--- config.mk ---
export PLATFORM = sky130hd
export DESIGN_NAME = echo_indication_input
export DESIGN_NICKNAME = d
export VERILOG_FILES = /design/src/rtl/echo_indication_input_pkg.sv /design/src/rtl/echo_pingpong_buf.sv /design/src/rtl/echo_indication_input.sv
export SDC_FILE = /design/constraint.sdc
export NUM_CORES = 1
export LEC_CHECK = 0
export BUFFER_PORTS_ARGS = -buffer_cell sky130_fd_sc_hd__buf_4
export CAP_MARGIN = 40
export CORE_MARGIN = 10
export CORE_UTILIZATION = 53
export CTS_CLUSTER_DIAMETER = 50
export DETAILED_ROUTE_END_ITERATION = 10
export PLACE_DENSITY = 0.82
export REMOVE_ABC_BUFFERS = 1
export SYNTH_ARGS = -nofsm -noshare
export SYNTH_HDL_FRONTEND = slang
export SYNTH_SLANG_ARGS = --single-unit
--- constraint.sdc ---
create_clock -name CLK -period 2.33 [get_ports CLK]
set_clock_uncertainty 0.1 [all_clocks]
set_input_delay 0 -clock CLK [delete_from_list [all_inputs] [get_ports CLK]]
set_output_delay 0 -clock CLK [all_outputs]
set_load 0.01 [all_outputs]
--- src/rtl/echo_indication_input_pkg.sv ---
// Shared definitions for the 96-bit echo indication pipe (serializer and deserializer).
package echo_indication_input_pkg;

  localparam int unsigned MSG_W     = 96;
  localparam int unsigned FIELD_W   = 32;
  localparam int unsigned PAYLOAD_W = 2 * FIELD_W;

  localparam int unsigned TAG_LSB  = 0;
  localparam int unsigned METH_LSB = 32;
  localparam int unsigned V_LSB    = 64;

  localparam logic [FIELD_W-1:0] TAG_HEARD_DEFAULT = 32'd1;

  // Wire format of one pipe message
  typedef struct packed {
    logic [FIELD_W-1:0] v;
    logic [FIELD_W-1:0] meth;
    logic [FIELD_W-1:0] tag;
  } echo_msg_t;

  // Buffered payload of a heard call
  typedef struct packed {
    logic [FIELD_W-1:0] meth;
    logic [FIELD_W-1:0] v;
  } echo_payload_t;

endpackage

--- src/rtl/echo_pingpong_buf.sv ---
// Two-entry ping-pong buffer; output reads zero whenever the head slot is empty.
module echo_pingpong_buf #(
  parameter int unsigned DATA_W = 64
) (
  input  logic              CLK,
  input  logic              nRST,
  input  logic              enq__ENA,
  input  logic [DATA_W-1:0] enq_v,
  output logic              enq__RDY,
  output logic              deq__ENA,
  output logic [DATA_W-1:0] deq_v,
  input  logic              deq__RDY
);

  logic [DATA_W-1:0] slot [2];
  logic [1:0]        valid;
  logic [1:0]        valid_nxt;
  logic              wr_sel;
  logic              rd_sel;
  logic              enq_fire;
  logic              deq_fire;

  assign enq__RDY = !valid[wr_sel];
  assign deq__ENA = valid[rd_sel];
  assign deq_v    = valid[rd_sel] ? slot[rd_sel] : '0;

  assign enq_fire = enq__ENA & enq__RDY;
  assign deq_fire = deq__ENA & deq__RDY;

  // Next occupancy: enqueue and dequeue always hit different slots when both fire
  always_comb begin
    valid_nxt = valid;
    if (deq_fire) valid_nxt[rd_sel] = 1'b0;
    if (enq_fire) valid_nxt[wr_sel] = 1'b1;
  end

  // Slot storage, occupancy and the two free-running 1-bit pointers
  always_ff @(posedge CLK or negedge nRST) begin
    if (!nRST) begin
      for (int i = 0; i < 2; i++) slot[i] <= '0;
      valid  <= '0;
      wr_sel <= 1'b0;
      rd_sel <= 1'b0;
    end else begin
      valid <= valid_nxt;
      if (enq_fire) begin
        slot[wr_sel] <= enq_v;
        wr_sel       <= ~wr_sel;
      end
      if (deq_fire) rd_sel <= ~rd_sel;
    end
  end

endmodule

--- src/rtl/echo_indication_input.sv ---
// Receive side of the echo indication pipe: tag decode, buffering and replay as heard calls.
module echo_indication_input
  import echo_indication_input_pkg::*;
#(
  parameter logic [31:0] TAG_HEARD = TAG_HEARD_DEFAULT,
  parameter int unsigned ERR_W     = 16
) (
  input  logic             CLK,
  input  logic             nRST,
  input  logic             pipe_enq__ENA,
  input  logic [MSG_W-1:0] pipe_enq_v,
  output logic             pipe_enq__RDY,
  output logic             indication_heard__ENA,
  output logic [31:0]      indication_heard_meth,
  output logic [31:0]      indication_heard_v,
  input  logic             indication_heard__RDY,
  output logic [ERR_W-1:0] bad_tag_count
);

  logic [FIELD_W-1:0] msg_tag;
  logic               tag_good;
  logic               buf_enq_ena;
  logic               bad_fire;
  echo_payload_t      enq_payload;
  echo_payload_t      deq_payload;

  assign msg_tag          = pipe_enq_v[TAG_LSB +: FIELD_W];
  assign enq_payload.meth = pipe_enq_v[METH_LSB +: FIELD_W];
  assign enq_payload.v    = pipe_enq_v[V_LSB +: FIELD_W];

  assign tag_good    = (msg_tag == TAG_HEARD);
  assign buf_enq_ena = pipe_enq__ENA & tag_good;
  // A bad message is consumed only when the block could have accepted it
  assign bad_fire    = pipe_enq__ENA & pipe_enq__RDY & !tag_good;

  echo_pingpong_buf #(
    .DATA_W (PAYLOAD_W)
  ) u_buf (
    .CLK      (CLK),
    .nRST     (nRST),
    .enq__ENA (buf_enq_ena),
    .enq_v    (enq_payload),
    .enq__RDY (pipe_enq__RDY),
    .deq__ENA (indication_heard__ENA),
    .deq_v    (deq_payload),
    .deq__RDY (indication_heard__RDY)
  );

  assign indication_heard_meth = deq_payload.meth;
  assign indication_heard_v    = deq_payload.v;

  // Saturating count of messages dropped for an unknown tag
  always_ff @(posedge CLK or negedge nRST) begin
    if (!nRST) begin
      bad_tag_count <= '0;
    end else if (bad_fire && (bad_tag_count != '1)) begin
      bad_tag_count <= bad_tag_count + ERR_W'(1);
    end
  end

endmodule

# --- After elaboration in Yosys (flattened, before gate mapping) ---
# Cells that the tools add are included.
totals:
  word_cells: 51
  inputBits: 100
  regBits: 148
classes:
  eq_ne: 2
  muxes: 17
  addsub: 1
  magnitude_cmp: 7
  n_reduce_logical: 6
  bitwise_logic: 12
op_table:
  columns: ["cell", "count"]
  rows:
  - ["$mux W64", 5]
  - ["$bwmux W128", 1]
  - ["$demux W64 S1", 1]
  - ["$eq A32 B1 Y1 const B", 1]
  - ["$add A16 B1 Y16 const B", 1]
  - ["$ne A16 B16 Y1 const B", 1]
  - ["$mux W1", 6]
  - ["$and A1 B1 Y1", 5]
  - ["$ge A2 B2 Y1 const B", 2]
  - ["$logic_and A1 B1 Y1", 4]
  - ["$lt A1 B2 Y1 const B", 2]
  - ["$mux W2", 2]
  - ["$not A1 Y2", 2]
  - ["$and A2 B2 Y2", 1]
  - ["$demux W1 S1", 2]
  - ["$ge A1 B1 Y1 const B", 2]
  - ["$logic_not A1 Y1", 2]
  - ["$lt A2 B1 Y1 const B", 1]
  - ["$not A1 Y1", 2]
  - ["$not A2 Y2", 1]
  - ["$or A2 B2 Y2", 1]

# --- Logic depth before layout (Yosys ltp) ---
# Gate-level depths: netlist (run 1).
depth:
  ltp_word: 9
  mapped_depth: 7
  mapped_depth_nobuf: 6

# --- Modules after synthesis ---
# A second synthesis (run 1) with hierarchy kept.
hier_totals:
  hier_cells: 567
  hier_area_um2: 7013.0
by_module_without_submodules:
  columns: ["mod", "area_per_inst_um2", "cells_each", "n_inst"]
  rows:
  - ["echo_pingpong_buf", 6164.7, 489, 1]
  - ["echo_indication_input", 848.3, 78, 1]

# --- Worst setup path after synthesis (run 1) ---
# OpenSTA, ideal clock, no wires.
synth_timing:
  kind: "register to register"
  start: "reg u_buf.wr_sel"
  end: "reg u_buf.slot[100] (netlist bit)"
  arrival_ns: 1.834
  stages_incl_launch_ff: 7
  synth_period_minus_slack_ns: 2.061
  required_time_ns: 2.103
  slack_ns: 0.269
  setup_ns: 0.127
  path_cell_list: "dfrtp_1 > mux2i_1 > and2_1 > nor4b_2 > buf_4 > buf_6 > mux2_1"
synth_rtl:
  columns: ["item", "line_no", "source"]
  rows:
  - ["start, declared", "echo_pingpong_buf.sv:18", "logic wr_sel;"]
  - ["start signal, assigned", "echo_pingpong_buf.sv:48", "wr_sel <= ~wr_sel;"]
  - ["$mux W1 (not written as such) (2 in a row)", "echo_pingpong_buf.sv:23", "assign enq__RDY = !valid[wr_sel];"]
  - ["$logic_not A1 Y1", "echo_pingpong_buf.sv:23", null]
  - ["net pipe_enq__RDY", "echo_indication_input.sv:12", "output logic pipe_enq__RDY,"]
  - ["$and A1 B1 Y1", "echo_pingpong_buf.sv:27", "assign enq_fire = enq__ENA & enq__RDY;"]
  - ["end signal, assigned by index", "echo_pingpong_buf.sv:47", "slot[wr_sel] <= enq_v;"]
  - ["end, declared", "echo_pingpong_buf.sv:15", "logic [DATA_W-1:0] slot [2];"]
# The timed path passes the listed nets, and every way through them passes these cells. The select of a mux whose other input is x is not followed.
# A chain may end at the register's enable or synchronous reset.

# --- Worst setup path after layout (run 1) ---
layout_timing:
  start: "reg u_buf.wr_sel"
  end: "reg u_buf.slot[72] (netlist bit)"
layout_via:
  elab_chain_len: 6
layout_lines:
  columns: ["item", "line_no"]
  rows:
  - ["$not A1 Y2 (not written as such)", "echo_pingpong_buf.sv:47"]
  - ["$ge A2 B2 Y1 (not written as such) or $lt A2 B1 Y1 (tied branches)", "echo_pingpong_buf.sv:47"]
  - ["$logic_and A1 B1 Y1 (not written as such)", "echo_pingpong_buf.sv:47"]
  - ["$mux W64 (not written as such)", "echo_pingpong_buf.sv:47"]
  - ["$demux W64 S1", "echo_pingpong_buf.sv:47"]
  - ["$bwmux W128", "echo_pingpong_buf.sv:47"]
# Parallel ways exist; a longest one is shown, timed or not. The select of a mux whose other input is x is not followed.

==> results.json, run 1 <==
{
  "fin_ws_ns": 0.1213,
  "fin_area_um2": 9557,
  "synth_xor_area_share_pct": 1.941,
  "vias_per_cell": 5.324,
  "yosysSeqAreaShare_pct": 54.71,
  "clkSlewWorstSetupHoldPaths_ns": 0.06,
  "worst_setup_path_end_kind": "register",
  "fillCellCount": 784,
  "grt_first_pass_wirelength_um": 29180,
  "synth_area_per_cell_um2": 13.22,
  "synth_top_family_by_area": "multiplexers",
  "dpl.cell_count": 844,
  "drive_gt1_share_pct": 33.55,
  "ios": 182,
  "fin_cells": 941,
  "fmax_mhz": 452.8,
  "core_um2": 12570,
  "hp-class": "in2async",
  "leakagePower_nw": 4.718,
  "synth-edff-count": 0,
  "arrival_ns": 2.41,
  "dieArea_um2": 17690,
  "grt_max_degree": 71,
  "die_w_um": 133.0,
  "multi_input_area_um2": 2880,
  "syn2layout_area_growth_pct": 41.18,
  "die_y_um": 133.0,
  "io_buffers": 181,
  "first_iter_violations": 255,
  "syn-instance-count": 512,
  "reg2reg_to": "u_buf.slot[72]$_DFFE_PN0P_",
  "placed_area_um2": 8304,
  "timing.hold.ws_ns": 0.009477,
  "synth_compound_area_share_pct": 0.6654,
  "clock_path_buffers": 2,
  "finalCoreUtilization_pct": 76.04,
  "r2r_slack_ns": 0.12,
  "max_stage_delay_ns": 0.43,
  "slew_violations": 0,
  "outcome": "complete, no violations",
  "synth_top_area_cell": "dfrtp_1",
  "synthAdderAreaFrac_pct": 0.1848,
  "grt_pass1_vias": 5681,
  "fin_crit_ns": 2.209,
  "initial_core_util_pct": 53.86,
  "synth_ff_type": "dfrtp_1",
  "place_ws_ns": 0.06761,
  "n_antenna_cell": 0,
  "grt_usage_pct": 20.25,
  "row_count": 41,
  "synthTopCellsByCount": "dfrtp_1, mux2_1, nor2_1, mux2i_1, mux2_2",
  "vias": 5010,
  "cp_max_fo": 23,
  "slowest_stage": "dfrtp_2",
  "critPathLaunchType": "register",
  "tritoncts": "yes",
  "worstPathRequired_ns": 2.53,
  "numCtsBuffers": 17,
  "yosys_warnings": 0,
  "r2r_cells": 6,
  "tns_ns": 0,
  "p_per_area_nw_per_um2": 615.1,
  "root_buffer": "clkbuf_16",
  "synth_mux_area_share_pct": 31.22,
  "ant_nets": 0,
  "final-setup-viol-count": 0,
  "post-synth-top-count-cell": "dfrtp_1",
  "syn-cell-area_um2": 6769,
  "ys_seq_elements": 148,
  "worstSetupPathType": "reg2reg",
  "async_flop_share_pct": 100.0,
  "path_delay_family": "multiplexers",
  "period_share_pct": 94.79,
  "synth_top_area_share_pct": 54.71,
  "overflow": 0,
  "maxCapViolCount": 0,
  "worst_slew_pin_slew_ns": 0.5677,
  "drc": 0,
  "ir_drop_v": 0.0005846,
  "ff_latch_area_um2": 3709,
  "synth.area.top_cells": "dfrtp_1, mux2_1, mux2i_1",
  "wirelength_um": 17820,
  "crit_chain": "mux2i_2 -> and2_1 -> nor4b_4 -> buf_4 -> buf_12 -> mux2_2",
  "clock-sinks": 148,
  "place_congestion": 0.8256,
  "r2r_start": "u_buf.wr_sel$_DFFE_PN0P_",
  "grt_antenna_before_repair": 0,
  "clock_latency_ns": 0.42,
  "fin_nets": 860,
  "worst-path-buf-inv": 2,
  "yosys.area_share.simple_pct": 8.115,
  "slew_headroom_pct": 62.15,
  "h-tree-depth": 4,
  "p_total_mw": 5.878,
  "drtPass1Iterations": 4,
  "grt_setup_unrepaired": "no",
  "ys_types": 30,
  "avgRoutedWirePerCell_um": 18.93,
  "finalHoldViolCount": 0,
  "hpwl_um": 11250
}
-- registers in the layout, indices dropped and copies added, names as in the netlist --
| register | count |
|---|---|
| u_buf.rd_sel | 1 |
| u_buf.valid | 2 |
| u_buf.slot | 128 |
| u_buf.wr_sel | 1 |
| bad_tag_count | 16 |
-- worst max path at each step --
| stage | start | endpoint | slack, ns | cells after the start |
|---|---|---|---|---|
| after floorplan | u_buf.wr_sel$_DFFE_PN0P_ | u_buf.slot[127]$_DFFE_PN0P_ | -3.06 | 4 |
| after global placement | u_buf.wr_sel$_DFFE_PN0P_ | u_buf.slot[75]$_DFFE_PN0P_ | 0.20 | 5 |
| after detailed placement | u_buf.wr_sel$_DFFE_PN0P_ | u_buf.slot[69]$_DFFE_PN0P_ | 0.07 | 5 |
| after CTS | u_buf.wr_sel$_DFFE_PN0P_ | u_buf.slot[69]$_DFFE_PN0P_ | 0.004 | 5 |
| after global routing | u_buf.wr_sel$_DFFE_PN0P_ | u_buf.slot[107]$_DFFE_PN0P_ | 0.03 | 6 |
| final | u_buf.wr_sel$_DFFE_PN0P_ | u_buf.slot[72]$_DFFE_PN0P_ | 0.12 | 6 |
-- where the power goes --
group,internal (mW),switching (mW),leakage (nW)
logic,0.312,0.213,2.38
clock network,1.67,0.969,0.282
registers,2.63,0.0874,2.05
total,4.61,1.27,4.72
-- worst register-to-register path, delay by kind of cell, from the launching register on --
kind / cells / cell delay, ns
mux: 2 / 0.63
simple gates: 2 / 0.57
flops: 1 / 0.43
buf+inv: 2 / 0.36
-- per-layer routing --
metal	track usage [%]	part of all wire, %	vias to the layer above
li1	-	-	2288
met1	22.95	41	2568
met2	36.16	52	130
met3	5.753	5.0	24
met4	5.746	1.3	0
met5	0	0	-
-- cells in the final DEF (no fill, tap or decap), types with 2 or more instances in the layout --
master,instances
clkbuf_16,17
mux2i_1,64
buf_4,186
nor2_1,67
nor4b_1,4
mux2_1,98
a21o_1,2
o21ai_0,2
clkinv_2,3
buf_12,5
nor3_1,4
inv_1,2
mux2_2,31
xor2_1,15
nand4_1,5
clkbuf_8,4
nor3b_1,3
nor4_1,9
and3_1,3
dfrtp_1,146
nand2_1,5
clkbuf_1,3
dlygate4sd3_1,67
bufinv_16,2
nand3_1,6
-- cells by family (layout without fill, tap and decap cells) --
group,after synthesis,count (layout)
adder cells (fa/ha/maj),1,1
AND/OR/NAND/NOR,113,113
flip-flops,148,148
AO/OA/AOI/OAI,7,7
buffers and inverters,33,290
multiplexers,195,195
XOR/XNOR,15,15
-- timing repair --
action | in CTS | in global routing
hold endpoints to repair | 280 | 0
setup buffers | 0 | 1
hold buffers | 67 | 0
endpoints found under the setup margin | 0 | 43
gates resized for setup | 0 | 3
-- area by class of cell --
type	instances	area share [%]
flip-flops and latches	148	38.81
clock buffers	24	5.145
repair buffers	259	22.79
inverters	2	0.07855
well taps	172	2.252
multi-input cells	331	30.14
clock inverters	5	0.7855
Power figures use the tool's default switching activity.
==> inputs of run 2 (changes only) <==
--- a/config.mk
+++ b/config.mk
@@ -11,6 +11,7 @@
 export CORE_UTILIZATION = 53
 export CTS_CLUSTER_DIAMETER = 50
 export DETAILED_ROUTE_END_ITERATION = 10
+export HOLD_SLACK_MARGIN = 0.12
 export PLACE_DENSITY = 0.82
 export REMOVE_ABC_BUFFERS = 1
 export SYNTH_ARGS = -nofsm -noshare
==> constraint.sdc (replaced) <==
create_clock -name CLK -period 2.1 [get_ports CLK]
set_clock_uncertainty 0.1 [all_clocks]
set_input_delay 0 -clock CLK [delete_from_list [all_inputs] [get_ports CLK]]
set_output_delay 0 -clock CLK [all_outputs]
set_load 0.01 [all_outputs]
==> results.json, run 2 (synthesis results as in run 1) <==
{
  "syn2layout_area_growth_pct": 45.29,
  "r2r_slack_ns": 0.11,
  "slew_violations": 0,
  "slew_headroom_pct": 53.75,
  "worst-path-buf-inv": 2,
  "largest-register": "u_buf.slot",
  "reg.largest.list": "u_buf.slot (128), bad_tag_count (16), u_buf.valid (2)",
  "maxCapViolCount": 0,
  "n_antenna_cell": 0,
  "arrival_ns": 2.18,
  "path_delay_family": "multiplexers",
  "final_cell_mix": "buf_4, dfrtp_1, mux2_1, dlygate4sd3_1, nor2_1",
  "first_iter_violations": 216,
  "drc": 0,
  "overflow": 0,
  "numCtsBuffers": 17,
  "row_count": 41,
  "core_um2": 12570,
  "dieArea_um2": 17690,
  "max_stage_delay_ns": 0.44,
  "worstPathRequired_ns": 2.29,
  "hold_path_end": "u_buf.slot[27]$_DFFE_PN0P_",
  "hold_path_depth": 3,
  "layout_commonest_cell": "buf_4",
  "initial_core_util_pct": 53.86,
  "r2r_cells": 6,
  "tns_ns": 0,
  "wirelength_um": 18420,
  "drive_gt1_share_pct": 34.82,
  "clock_latency_ns": 0.41,
  "hold_start": "pipe_enq_v[91]",
  "ant_nets": 0,
  "outcome": "complete, no violations",
  "reg2reg_to": "u_buf.slot[120]$_DFFE_PN0P_",
  "vias_per_cell": 5.300,
  "crit_chain": "mux2i_1 -> and2_4 -> nor4b_4 -> buf_4 -> buf_16 -> mux2_1",
  "hpwl_um": 11830,
  "clock-sinks": 148,
  "fin_crit_ns": 1.993,
  "critPathLaunchType": "register",
  "clock_path_buffers": 2,
  "timing.hold.ws_ns": 0.2500,
  "drtPass1Iterations": 4,
  "period_share_pct": 94.90,
  "grt_first_pass_wirelength_um": 29450,
  "tritoncts": "yes",
  "clkSlewWorstSetupHoldPaths_ns": 0.06,
  "r2r_start": "u_buf.valid[1]$_DFF_PN0_",
  "die_y_um": 133.0,
  "slowest_stage": "dfrtp_2",
  "h-tree-depth": 4,
  "vias": 5067,
  "cp_max_fo": 37,
  "fin_nets": 872,
  "fmax_mhz": 501.8,
  "worst_slew_pin_slew_ns": 0.6936,
  "final-setup-viol-count": 0,
  "worst_setup_path_end_kind": "register",
  "p_per_area_nw_per_um2": 708.2,
  "grt_antenna_before_repair": 0,
  "finalHoldViolCount": 0,
  "ir_drop_v": 0.0009235,
  "grt_usage_pct": 20.64,
  "hp-class": "in2reg",
  "grt_pass1_vias": 5641,
  "root_buffer": "clkbuf_16",
  "io_buffers": 181,
  "worstSetupPathType": "reg2reg",
  "leakagePower_nw": 4.838,
  "avgRoutedWirePerCell_um": 19.27,
  "die_w_um": 133.0,
  "ios": 182,
  "place_congestion": 0.8252,
  "grt_max_degree": 72,
  "largest_register_ffs": 128
}
## run 2: cell types whose count changed in the layout (fill, tap and decap cells not counted), sizes merged
| cell | change |
|---|---|
| buf | +7 |
| bufinv | +4 |
| dlygate4sd3 | +3 |
| clkinvlp | +1 |
## run 2: worst max path at each step
stage,from,to,slack (ns),cells past startpoint
2_1_floorplan,u_buf.wr_sel$_DFFE_PN0P_,u_buf.slot[127]$_DFFE_PN0P_,-3.29,4
3_3_place_gp,u_buf.valid[1]$_DFF_PN0_,u_buf.slot[75]$_DFFE_PN0P_,0.08,5
3_5_place_dp,pipe_enq_v[31],u_buf.slot[85]$_DFFE_PN0P_,0.04,6
4_1_cts,u_buf.rd_sel$_DFFE_PN0N_,indication_heard_meth[10],0.03,4
5_1_grt,bad_tag_count[0]$_DFFE_PN0P_,bad_tag_count[8]$_DFFE_PN0P_,-0.006,7
6_report,u_buf.valid[1]$_DFF_PN0_,u_buf.slot[120]$_DFFE_PN0P_,0.11,6
## run 2: what timing repair did
| item | in CTS | in global routing |
|---|---|---|
| resized for setup | 0 | 9 |
| endpoints found under the setup margin | 0 | 148 |
| hold buffers | 70 | 0 |
| buffers inserted | 0 | 4 |
| hold endpoints to repair | 280 | 0 |
## run 2: tightest hold or removal path: cells and delay by family
| family | cells | cell delay [ns] |
|---|---|---|
| mux | 1 | 0.11 |
| buf+inv | 2 | 0.62 |
## run 2: final cells by class
cell class                 count  area, um^2
inverter                       2       7.507
sequential                   148        3710
multi-input combinational    331        2902
clock inverter                10       202.7
fill                         740        2734
timing repair buffer         271        2344
tap                          172       215.2
clock buffer                  22       454.2
## run 2: through the flow
stage	worst slack [ns]	cells	util (%)	area (um^2)	power [mW]
5_1_grt	-0.005700	956	78.25	9834	7.229
2_1_floorplan	-3.292	481	-	6563	3.174
3_5_place_dp	0.03839	848	66.51	8359	3.554
6_report	0.1071	956	78.25	9834	6.965
4_1_cts	0.03056	950	77.31	9717	7.021
3_3_place_gp	0.08345	848	66.51	8359	3.524
## run 2: power breakdown
group | switching (mW) | internal, mW | leakage [nW]
logic | 0.246 | 0.353 | 2.47
registers | 0.0921 | 2.92 | 2.05
clock network | 1.10 | 2.25 | 0.318
total | 1.44 | 5.52 | 4.84
## run 2: routing by layer
metal	vias to the layer above	wire length, um	track usage, %
met5	-	0	0
met4	0	189	6.174
met3	17	920	5.867
met2	136	9757	36.25
met1	2592	7554	23.83
li1	2322	-	-
